[config.mk]
export PLATFORM = sky130hd
export DESIGN_NAME = muldiv_hilo_flat
export DESIGN_NICKNAME = d
export VERILOG_FILES = /design/src/rtl/muldiv_hilo_pkg.sv /design/src/rtl/muldiv_hilo_if.sv /design/src/rtl/muldiv_hilo_step.sv /design/src/rtl/muldiv_hilo.sv /design/src/flat_wrapper.sv
export SDC_FILE = /design/constraint.sdc
export NUM_CORES = 1
export LEC_CHECK = 0
export ABC_AREA = 0
export CAP_MARGIN = 15
export CELL_PAD_IN_SITES_DETAIL_PLACEMENT = 1
export CELL_PAD_IN_SITES_GLOBAL_PLACEMENT = 1
export CORE_UTILIZATION = 25
export DETAILED_ROUTE_END_ITERATION = 10
export DONT_BUFFER_PORTS = 1
export PLACE_DENSITY = 0.53
export SLEW_MARGIN = 25
export SYNTH_ARGS = -nofsm -noshare
export SYNTH_HDL_FRONTEND = slang
export SYNTH_SLANG_ARGS = --single-unit
[constraint.sdc]
create_clock -name clk -period 5.5 [get_ports clk]
set_input_delay 0.55 -clock clk [delete_from_list [all_inputs] [get_ports clk]]
set_output_delay 0.55 -clock clk [all_outputs]
set_load 0.02 [all_outputs]
[src/rtl/muldiv_hilo_pkg.sv]
// Shared definitions for the HI/LO multiply/divide unit.
// Contents: operation encodings on the 3-bit op bus, FSM state encodings,
// and the LO value written by a divide by zero.
package muldiv_pkg;

    typedef enum logic [2:0] {
        OP_MULTU = 3'd0,
        OP_MULT  = 3'd1,
        OP_DIVU  = 3'd2,
        OP_DIV   = 3'd3,
        OP_MTHI  = 3'd4,
        OP_MTLO  = 3'd5
    } op_t;

    typedef enum logic [1:0] {
        ST_IDLE = 2'd0,
        ST_CALC = 2'd1,
        ST_FIN  = 2'd2
    } state_t;

    localparam logic [31:0] DIV0_LO = 32'hFFFF_FFFF;

endpackage

[src/rtl/muldiv_hilo_if.sv]
// Request/response bundle between the pipeline controller and the HI/LO unit.
// master: controller side (drives start/op/a/b, observes busy/done/hi/lo/dz).
// slave:  muldiv_hilo side.
interface muldiv_hilo_if #(
    parameter int WIDTH = 32
);
    logic             start;
    logic [2:0]       op;
    logic [WIDTH-1:0] a;
    logic [WIDTH-1:0] b;
    logic             busy;
    logic             done;
    logic [WIDTH-1:0] hi;
    logic [WIDTH-1:0] lo;
    logic             dz;

    modport master (
        output start, op, a, b,
        input  busy, done, hi, lo, dz
    );

    modport slave (
        input  start, op, a, b,
        output busy, done, hi, lo, dz
    );
endinterface

[src/rtl/muldiv_hilo_step.sv]
// One radix-2 iteration of the multiply/divide datapath (combinational).
// Ports:
//   div   : 1 = restoring divide step, 0 = shift-add multiply step
//   acc_i : multiply -> {partial product, remaining multiplier bits}
//           divide   -> {partial remainder, remaining dividend bits}
//   opnd  : multiplicand (multiply) or divisor (divide), magnitudes only
//   acc_o : accumulator after this iteration (divide: bit 0 left clear)
//   qbit  : quotient bit produced by a divide step, 0 for multiply
module muldiv_step #(
    parameter int WIDTH = 32
) (
    input  logic               div,
    input  logic [2*WIDTH-1:0] acc_i,
    input  logic [WIDTH-1:0]   opnd,
    output logic [2*WIDTH-1:0] acc_o,
    output logic               qbit
);
    logic [WIDTH:0]   sum;
    logic [WIDTH:0]   part;
    logic [WIDTH-1:0] diff;
    logic             ge;

    always_comb begin
        // Multiply: add multiplicand into the upper half when the current
        // multiplier bit is set, then shift the whole accumulator right.
        sum  = {1'b0, acc_i[2*WIDTH-1:WIDTH]} + {1'b0, (acc_i[0] ? opnd : '0)};
        // Divide: bring the next dividend bit into a WIDTH+1-bit remainder.
        part = {acc_i[2*WIDTH-1:WIDTH], acc_i[WIDTH-1]};
        ge   = (part >= {1'b0, opnd});
        // When ge holds the true difference is below 2^WIDTH, so the
        // truncated subtraction is exact.
        diff = part[WIDTH-1:0] - opnd;

        if (div) begin
            qbit  = ge;
            acc_o = {(ge ? diff : part[WIDTH-1:0]), acc_i[WIDTH-2:0], 1'b0};
        end else begin
            qbit  = 1'b0;
            acc_o = {sum, acc_i[WIDTH-1:1]};
        end
    end
endmodule

[src/rtl/muldiv_hilo.sv]
// Multi-cycle multiply/divide unit owning the CPU HI/LO registers.
// Executes MULTU, MULT, DIVU, DIV (ITER+2 cycles, busy asserted) and
// MTHI/MTLO (single edge, no busy/done).
// Ports:
//   clk : rising-edge clock
//   rst : synchronous active-high reset
//   bus : slave side of muldiv_hilo_if (start/op/a/b in; busy/done/hi/lo/dz out)
module muldiv_hilo
    import muldiv_pkg::*;
#(
    parameter int WIDTH = 32,
    parameter int ITER  = 32
) (
    input  logic           clk,
    input  logic           rst,
    muldiv_hilo_if.slave   bus
);
    localparam int CW = $clog2(ITER) + 1;

    state_t             state, state_nxt;
    op_t                op_r;
    logic               sa, sb, bz;
    logic [WIDTH-1:0]   a_org, opnd;
    logic [2*WIDTH-1:0] acc, acc_step;
    logic               qbit;
    logic [CW-1:0]      cnt;

    logic               busy_d, done_d, load, wr_hi, wr_lo, step_en, finish;
    logic               req_calc, in_signed, in_div, sa_in, sb_in, is_div_r;
    logic [WIDTH-1:0]   abs_a, abs_b;
    logic [2*WIDTH-1:0] prod_fix;
    logic [WIDTH-1:0]   q_fix, r_fix;

    // Request decode
    assign req_calc  = bus.start && (bus.op <= 3'd3);
    assign in_signed = (bus.op == OP_MULT) || (bus.op == OP_DIV);
    assign in_div    = (bus.op == OP_DIVU) || (bus.op == OP_DIV);
    assign sa_in     = in_signed && bus.a[WIDTH-1];
    assign sb_in     = in_signed && bus.b[WIDTH-1];
    assign abs_a     = sa_in ? -bus.a : bus.a;
    assign abs_b     = sb_in ? -bus.b : bus.b;
    assign is_div_r  = (op_r == OP_DIVU) || (op_r == OP_DIV);

    muldiv_step #(.WIDTH(WIDTH)) u_step (
        .div   (is_div_r),
        .acc_i (acc),
        .opnd  (opnd),
        .acc_o (acc_step),
        .qbit  (qbit)
    );

    // State register
    always_ff @(posedge clk) begin
        if (rst) state <= ST_IDLE;
        else     state <= state_nxt;
    end

    // Next-state logic
    always_comb begin
        state_nxt = state;
        case (state)
            ST_IDLE: if (req_calc) state_nxt = ST_CALC;
            ST_CALC: if (cnt == CW'(ITER - 1)) state_nxt = ST_FIN;
            ST_FIN:  state_nxt = ST_IDLE;
            default: state_nxt = ST_IDLE;
        endcase
    end

    // Output/control decode; busy and done are registered from these
    always_comb begin
        load    = 1'b0;
        wr_hi   = 1'b0;
        wr_lo   = 1'b0;
        step_en = 1'b0;
        finish  = 1'b0;
        case (state)
            ST_IDLE: begin
                load  = req_calc;
                wr_hi = bus.start && (bus.op == OP_MTHI);
                wr_lo = bus.start && (bus.op == OP_MTLO);
            end
            ST_CALC: step_en = 1'b1;
            ST_FIN:  finish  = 1'b1;
            default: ;
        endcase
        busy_d = (state_nxt != ST_IDLE);
        done_d = finish;
    end

    // Sign correction of the magnitude result
    always_comb begin
        prod_fix = (sa ^ sb) ? -acc : acc;
        q_fix    = (sa ^ sb) ? -acc[WIDTH-1:0] : acc[WIDTH-1:0];
        r_fix    = sa ? -acc[2*WIDTH-1:WIDTH] : acc[2*WIDTH-1:WIDTH];
    end

    // Datapath and HI/LO registers
    always_ff @(posedge clk) begin
        if (rst) begin
            op_r     <= OP_MULTU;
            sa       <= 1'b0;
            sb       <= 1'b0;
            bz       <= 1'b0;
            a_org    <= '0;
            opnd     <= '0;
            acc      <= '0;
            cnt      <= '0;
            bus.busy <= 1'b0;
            bus.done <= 1'b0;
            bus.hi   <= '0;
            bus.lo   <= '0;
            bus.dz   <= 1'b0;
        end else begin
            bus.busy <= busy_d;
            bus.done <= done_d;

            if (load) begin
                op_r  <= op_t'(bus.op);
                sa    <= sa_in;
                sb    <= sb_in;
                a_org <= bus.a;
                bz    <= (bus.b == '0);
                cnt   <= '0;
                // Divide shifts the dividend out of the low half; multiply
                // shifts the multiplier out of it.
                if (in_div) begin
                    acc    <= {{WIDTH{1'b0}}, abs_a};
                    opnd   <= abs_b;
                    bus.dz <= 1'b0;
                end else begin
                    acc  <= {{WIDTH{1'b0}}, abs_b};
                    opnd <= abs_a;
                end
            end

            if (wr_hi) bus.hi <= bus.a;
            if (wr_lo) bus.lo <= bus.a;

            if (step_en) begin
                acc <= is_div_r ? {acc_step[2*WIDTH-1:1], qbit} : acc_step;
                cnt <= cnt + CW'(1);
            end

            if (finish) begin
                if (!is_div_r) begin
                    {bus.hi, bus.lo} <= prod_fix;
                end else if (bz) begin
                    bus.hi <= a_org;
                    bus.lo <= DIV0_LO;
                    bus.dz <= 1'b1;
                end else begin
                    bus.hi <= r_fix;
                    bus.lo <= q_fix;
                end
            end
        end
    end
endmodule

[src/flat_wrapper.sv]
// flat-port wrapper written by rule: the top's interface ports become plain ports
module muldiv_hilo_flat import muldiv_pkg::*;
#(
    parameter int WIDTH = 32,
    parameter int ITER  = 32
)
  (clk, rst, bus_start, bus_op, bus_a, bus_b, bus_busy, bus_done, bus_hi, bus_lo, bus_dz);
  muldiv_hilo_if #(.WIDTH(WIDTH)) bus_i ();
  input  logic clk;
  input  logic rst;
  input wire logic [$bits(bus_i.start)-1:0] bus_start;
  input wire logic [$bits(bus_i.op)-1:0] bus_op;
  input wire logic [$bits(bus_i.a)-1:0] bus_a;
  input wire logic [$bits(bus_i.b)-1:0] bus_b;
  output wire logic [$bits(bus_i.busy)-1:0] bus_busy;
  output wire logic [$bits(bus_i.done)-1:0] bus_done;
  output wire logic [$bits(bus_i.hi)-1:0] bus_hi;
  output wire logic [$bits(bus_i.lo)-1:0] bus_lo;
  output wire logic [$bits(bus_i.dz)-1:0] bus_dz;
  assign bus_i.start = bus_start;
  assign bus_i.op = bus_op;
  assign bus_i.a = bus_a;
  assign bus_i.b = bus_b;
  assign bus_busy = bus_i.busy;
  assign bus_done = bus_i.done;
  assign bus_hi = bus_i.hi;
  assign bus_lo = bus_i.lo;
  assign bus_dz = bus_i.dz;
  muldiv_hilo #(.WIDTH(WIDTH), .ITER(ITER)) u_core (.clk(clk), .rst(rst), .bus(bus_i));
endmodule
**Word level (Yosys, flattened, before mapping)**

Index checks and enable logic that the tools add are counted.

- Mux-type cells: 36
- $add $sub $neg: 8
- $lt $le $gt $ge: 2
- Multipliers: 0
- Equality and inequality tests: 10
- Reduce and logical (&&, ||, !) cells: 14
- Bitwise gates (word level): 1
- Shift operators: 0
- Div/mod/pow operators: 0

Operators with widths:

| kind | count |
|---|---|
| two-way mux 32 bit | 16 |
| two-way mux 64 bit | 4 |
| negation 32 bit | 4 |
| negation 64 bit | 1 |
| adder 32 x 32 -> 33 bit | 1 |
| greater-or-equal comparator 33 x 32 -> 1 bit | 1 |
| logical NOT 32 bit | 1 |
| subtractor 32 bit | 1 |
| equality test 3 x 2 -> 1 bit, second input constant | 4 |
| two-way mux 6 bit | 2 |
| two-way mux 1 bit | 11 |
| nonzero test 2 bit | 4 |
| adder 6 x 1 -> 6 bit, second input constant | 1 |
| equality test 3 bit, second input constant | 2 |
| equality test 6 x 5 -> 1 bit, second input constant | 1 |
| logical AND 1 bit | 5 |
| two-way mux 2 bit | 2 |
| one-hot mux 2 bit (2 select lines) | 1 |
| equality test 3 x 1 -> 1 bit, second input constant | 1 |
| less-or-equal comparator 3 x 2 -> 1 bit, second input constant | 1 |
| logical OR 1 bit | 3 |
| equality test 2 x 1 -> 1 bit, second input constant | 1 |
| equality test 2 bit, second input constant | 1 |
| logical NOT 2 bit | 1 |
| XOR 1 bit | 1 |

- Logic and storage cells: 85
- Input bits: 70
- Bits in read-only memories: 0
- Memory bits (writable): 0
- Register bits after elaboration: 209
- Bits in latches: 0
- Memories: 0
- Output and inout port bits: 67

**Depth between registers and ports, before layout**

- Depth in word-level cells: 7
- Mapped depth: 14
- Mapped depth without buffers: 13

**By module**

From an unflattened synthesis, not the netlist that was laid out.

- Cell total of the unflattened synthesis: 2342
- Area total of the unflattened synthesis: 17581.9 um^2

By module, submodules not included:

| module | area each (um^2) | cells each | sequential area each (um^2) | times used |
|---|---|---|---|---|
| muldiv_hilo | 12776.0 | 1686 | 4164.0 | 1 |
| muldiv_step | 4805.9 | 656 | 0.0 | 1 |

**Worst setup path after synthesis**

OpenSTA, ideal clock, no wires.

- Path type: reg2reg
- Start point: register u_core.acc[0]
- End point: register u_core.acc[62]
- Stages on the path, launching flop included: 15
- Path slack: 2163 ps
- Library setup time: 122 ps
- Arrival: 3215 ps
- Buffers on the path: 2
- Clock period less this slack: 3337 ps
- Cell sequence: dfxtp_1 > clkbuf_1 > inv_1 > clkbuf_1 > nor2_1 > ha_1 > a21o_1 > o21bai_1 > o311a_1 > o2111ai_1 > a21oi_1 > or2_2 > a31o_2 > xor2_1 > a221o_1

- Cells in the longest elaborated chain, start to end: 4

Ends and longest elaborated chain:

| element | RTL line | RTL |
|---|---|---|
| start, declared | muldiv_hilo.sv:24 | `logic [2*WIDTH-1:0] acc, acc_step;` |
| start signal, assigned | muldiv_hilo.sv:127 | `acc <= {{WIDTH{1'b0}}, abs_a};` |
| start signal, assigned | muldiv_hilo.sv:131 | `acc <= {{WIDTH{1'b0}}, abs_b};` |
| start signal, assigned | muldiv_hilo.sv:140 | `acc <= is_div_r ? {acc_step[2*WIDTH-1:1], qbit} : acc_step;` |
| two-way mux 32 bit | muldiv_hilo_step.sv:26 | `sum = {1'b0, acc_i[2*WIDTH-1:WIDTH]} + {1'b0, (acc_i[0] ? opnd : '0)};` |
| adder 32 x 32 -> 33 bit | muldiv_hilo_step.sv:26 |  |
| two-way mux 64 bit | muldiv_hilo_step.sv:34 | `if (div) begin` |
| two-way mux 64 bit | muldiv_hilo.sv:139 | `if (step_en) begin` |

No other way between the ends.
A chain may end at the register's enable or synchronous reset.

**Final worst setup path**

- Start point: register u_core.acc[3]
- End point: register u_core.bus.hi[27]

- Cells in the longest elaborated chain, start to end: 4

Ends and longest elaborated chain:

| element | RTL line | RTL |
|---|---|---|
| negation 64 bit | muldiv_hilo.sv:92 | `prod_fix = (sa ^ sb) ? -acc : acc;` |
| two-way mux 64 bit | muldiv_hilo.sv:92 |  |
| two-way mux 32 bit | muldiv_hilo.sv:145 | `if (!is_div_r) begin` |
| two-way mux 32 bit | muldiv_hilo.sv:144 | `if (finish) begin` |
| end signal, assigned | muldiv_hilo.sv:146 | `{bus.hi, bus.lo} <= prod_fix;` |
| end signal, assigned | muldiv_hilo.sv:148 | `bus.hi <= a_org;` |
| end signal, assigned | muldiv_hilo.sv:152 | `bus.hi <= r_fix;` |
| end, declared | muldiv_hilo_if.sv:24 | `output busy, done, hi, lo, dz` |

No other way between the ends.

==> flow_summary.yaml <==
worst_setup_path:
  cp_max_fo: 8
  cpPeakStageDelay_ns: 0.82
  crit_family: "simple AND/OR/NAND/NOR gates"
  critical_path_class: "flop to flop"
  cp_cell_sequence: "or4_1 -> nor4_1 -> nand3_1 -> nor3_1 -> nand3_1 -> nor2_1 -> nor3_1 -> a21oi_1 -> o21ai_0"
  cp_num_buf_inv: 0
  crit_path_start_kind: "flop"
  crit_start: "u_core.acc[3]$_SDFFE_PP0P_"
  cpMaxStageDelayCell: "nor3_1"
  worstPathArrival_ns: 4.50
  endpoint_kind: "flop"
  r2r_start: "u_core.acc[3]$_SDFFE_PP0P_"
  worstPathRequired_ns: 5.95
power:
  p_total_mw: 4.576
  intPower_mw: 2.979
  leakagePower_nw: 6.775
  ir_drop_uv: 226.5
  p_switching_mw: 1.597
  p_per_area_mw_per_mm2: 249.0
  power_frac_comb: 0.227
  seqPwrFrac: 0.367
  clkPwrFrac: 0.405
  power.share.switching: 0.3490
route:
  wl_per_cell_um: 25.84
  via_per_inst: 5.668
  drtAntennaViolNets: 0
  wl_mm: 79.99
  firstDrtPassIters: 5
  via_count: 17550
  drt_iter0_drc: 1328
  drc: 0
clock_tree:
  clockBufferDepth: 3
  cts_resized: 0
  clock_latency_ns: 0.59
  cts.reportedPaths.clkPinSlew_ns: 0.06
  ctsHoldBuffers: 0
  cts.sinks: 208
  cts_buffers: 27
  post_cts_buffers: 0
  cts_tree: "yes"
  cts_root_buffer: "clkbuf_16"
  cts_max_level: 1
yosys:
  synth_area_mm2: 0.01670
  synth_edf_count: 0
  ys_top_cells_by_area: "dfxtp_1 (25%), nand2_1 (7.4%), a21oi_1 (7.0%), ha_1 (5.2%), xnor2_1 (4.9%)"
  syn_avg_cell_area_um2: 7.191
  postSynthCellCount: 2322
  yosysSeqAreaShare: 0.2494
  ys.flop_type: "dfxtp_1"
  yosys_warnings: 0
  ys_ff_latch: 208
  async_flop_share: 0
  yosysUniqueCellTypes: 74
  synth_nets: 2463
  synth_largest_area_cell: "dfxtp_1"
  synth_top_cell_area_share: 0.2494
global_routing:
  grt_antenna_before_repair: 1
  grt_use_total: 0.2291
  grt_pass1_wl_mm: 117.4
  grt_pass1_vias: 17220
  grt_max_degree: 160
  gr-total-overflow: 0
final_layout:
  drive_above_1_share: 0.05737
  finalNetCount: 2353
  final_cell_mix: "nand2_1 (327), a21oi_1 (232), nor2_1 (213), dfxtp_1 (208), o21ai_0 (144)"
  syn2layout_area_growth_pct: 10.06
  final_common_cell: "nand2_1"
timing:
  hold_viol: 0
  relSlewSlack: 0.3646
  rsz0062_at_grt: "false"
  max_clock_freq_mhz: 246.8
  tightest_slew_ns: 0.9495
  min_period_ns: 4.052
  fin_tns_setup_ns: 0
  post-route-period-util: 0.7366
  setup_ws_ns: 1.449
  slew_viol_final: 0
  setup_viol: 0
  skew_ns: 0.01353
  hold_ws_ns: 0.08540
hold_path:
  min_from: "rst"
  hp-class: "primary input to flop"
floorplanning:
  die_h_um: 260.4
  initial_utilization: 0.2535
  rows: 94
  floorplan.die_area_mm2: 0.06783
  ios: 137
  coreArea_mm2: 0.06586
  chipWidth_um: 260.4
run:
  cap_violations: 0
placed_design:
  place.gp.congestion: 0.9202
  post-place-ws_ns: 1.495
  dp_hpwl_mm: 61.26
  numPortBuffers: 0
run_status:
  status: "complete, no violations"
final timing paths:
| path | to | slack [ns] | depth (start not counted) |
|---|---|---|---|
| hold reg to reg | u_core.opnd[9]$_SDFFE_PP0P_ | 0.45 | 2 |
| hold / removal | u_core.a_org[23]$_SDFFE_PP0P_ | 0.09 | 1 |
| setup reg to reg | u_core.bus.hi[27]$_SDFFE_PP0P_ | 1.45 | 9 |
| setup / recovery | u_core.bus.hi[27]$_SDFFE_PP0P_ | 1.45 | 9 |
cells by family after synthesis:
kind of cell    after synthesis  synth area share
buf+inv                     259           0.06107
xor+xnor                    175           0.09179
mux                          67           0.04031
compound gates              742            0.2868
fa+ha+maj                    71           0.05410
flops                       208            0.2494
simple gates                800            0.2165
stage by stage:
stage | instances | util | area, um^2
finish | 3096 | 0.2790 | 18380
global route | 3095 | 0.2790 | 18380
CTS | 3094 | 0.2785 | 18340
detailed placement | 3046 | 0.2651 | 17460
global placement | 3046 | 0.2650 | 17450
floorplan | 2322 | - | 16700
layout make-up:
cell class	count	area, um^2
Clock inverter	13	137.6
Tap cell	864	1081
Multi-Input combinational cell	1855	11600
Sequential cell	208	4164
Antenna cell	1	2.502
Timing Repair Buffer	47	372.9
Clock buffer	35	745.7
Fill cell	8015	47490
Inverter	73	274.0
registers in the layout (all words and copies together), names as in the netlist:
register         count
u_core.a_org        32
u_core.acc          64
u_core.bus.busy      1
u_core.bus.done      1
u_core.bus.dz        1
u_core.bus.hi       32
u_core.bus.lo       32
u_core.bz            1
u_core.cnt           6
u_core.op_r          2
u_core.opnd         32
u_core.sa            1
u_core.sb            1
u_core.state         2
worst register-to-register path, cell delays in order (launching register included):
cell and delay, ns:
dfxtp_1 0.37, or4_1 0.62, nor4_1 0.69, nand3_1 0.39, nor3_1 0.82, nand3_1 0.46
nor2_1 0.26, nor3_1 0.07, a21oi_1 0.13, o21ai_0 0.09
power groups by stage:
stage	Combinational (mW)	Sequential (mW)	Clock [mW]
after detailed placement	1.02	1.71	0
after global placement	1.01	1.71	0
after global routing	1.13	1.69	1.94
final	1.04	1.68	1.86
after floorplan	0.733	1.66	0
after CTS	1.03	1.68	1.89
layer usage:
| metal | vias up | share of wire | track usage |
|---|---|---|---|
| met5 | - | 0 | 0 |
| met4 | 0 | 0.028 | 0.06546 |
| met3 | 90 | 0.054 | 0.03011 |
| met2 | 479 | 0.45 | 0.3639 |
| met1 | 8797 | 0.47 | 0.3209 |
| li1 | 8181 | - | - |
Yosys cell counts, types with 50 or more instances:
cell type / n
a211oi_1: 69
a21oi_1: 232
clkbuf_1: 161
dfxtp_1: 208
ha_1: 69
inv_1: 73
mux2i_1: 65
nand2_1: 327
nor2_1: 214
nor3_1: 50
o21ai_0: 144
xnor2_1: 94
xor2_1: 81
Note: power is estimated with default switching activity, not from simulation.
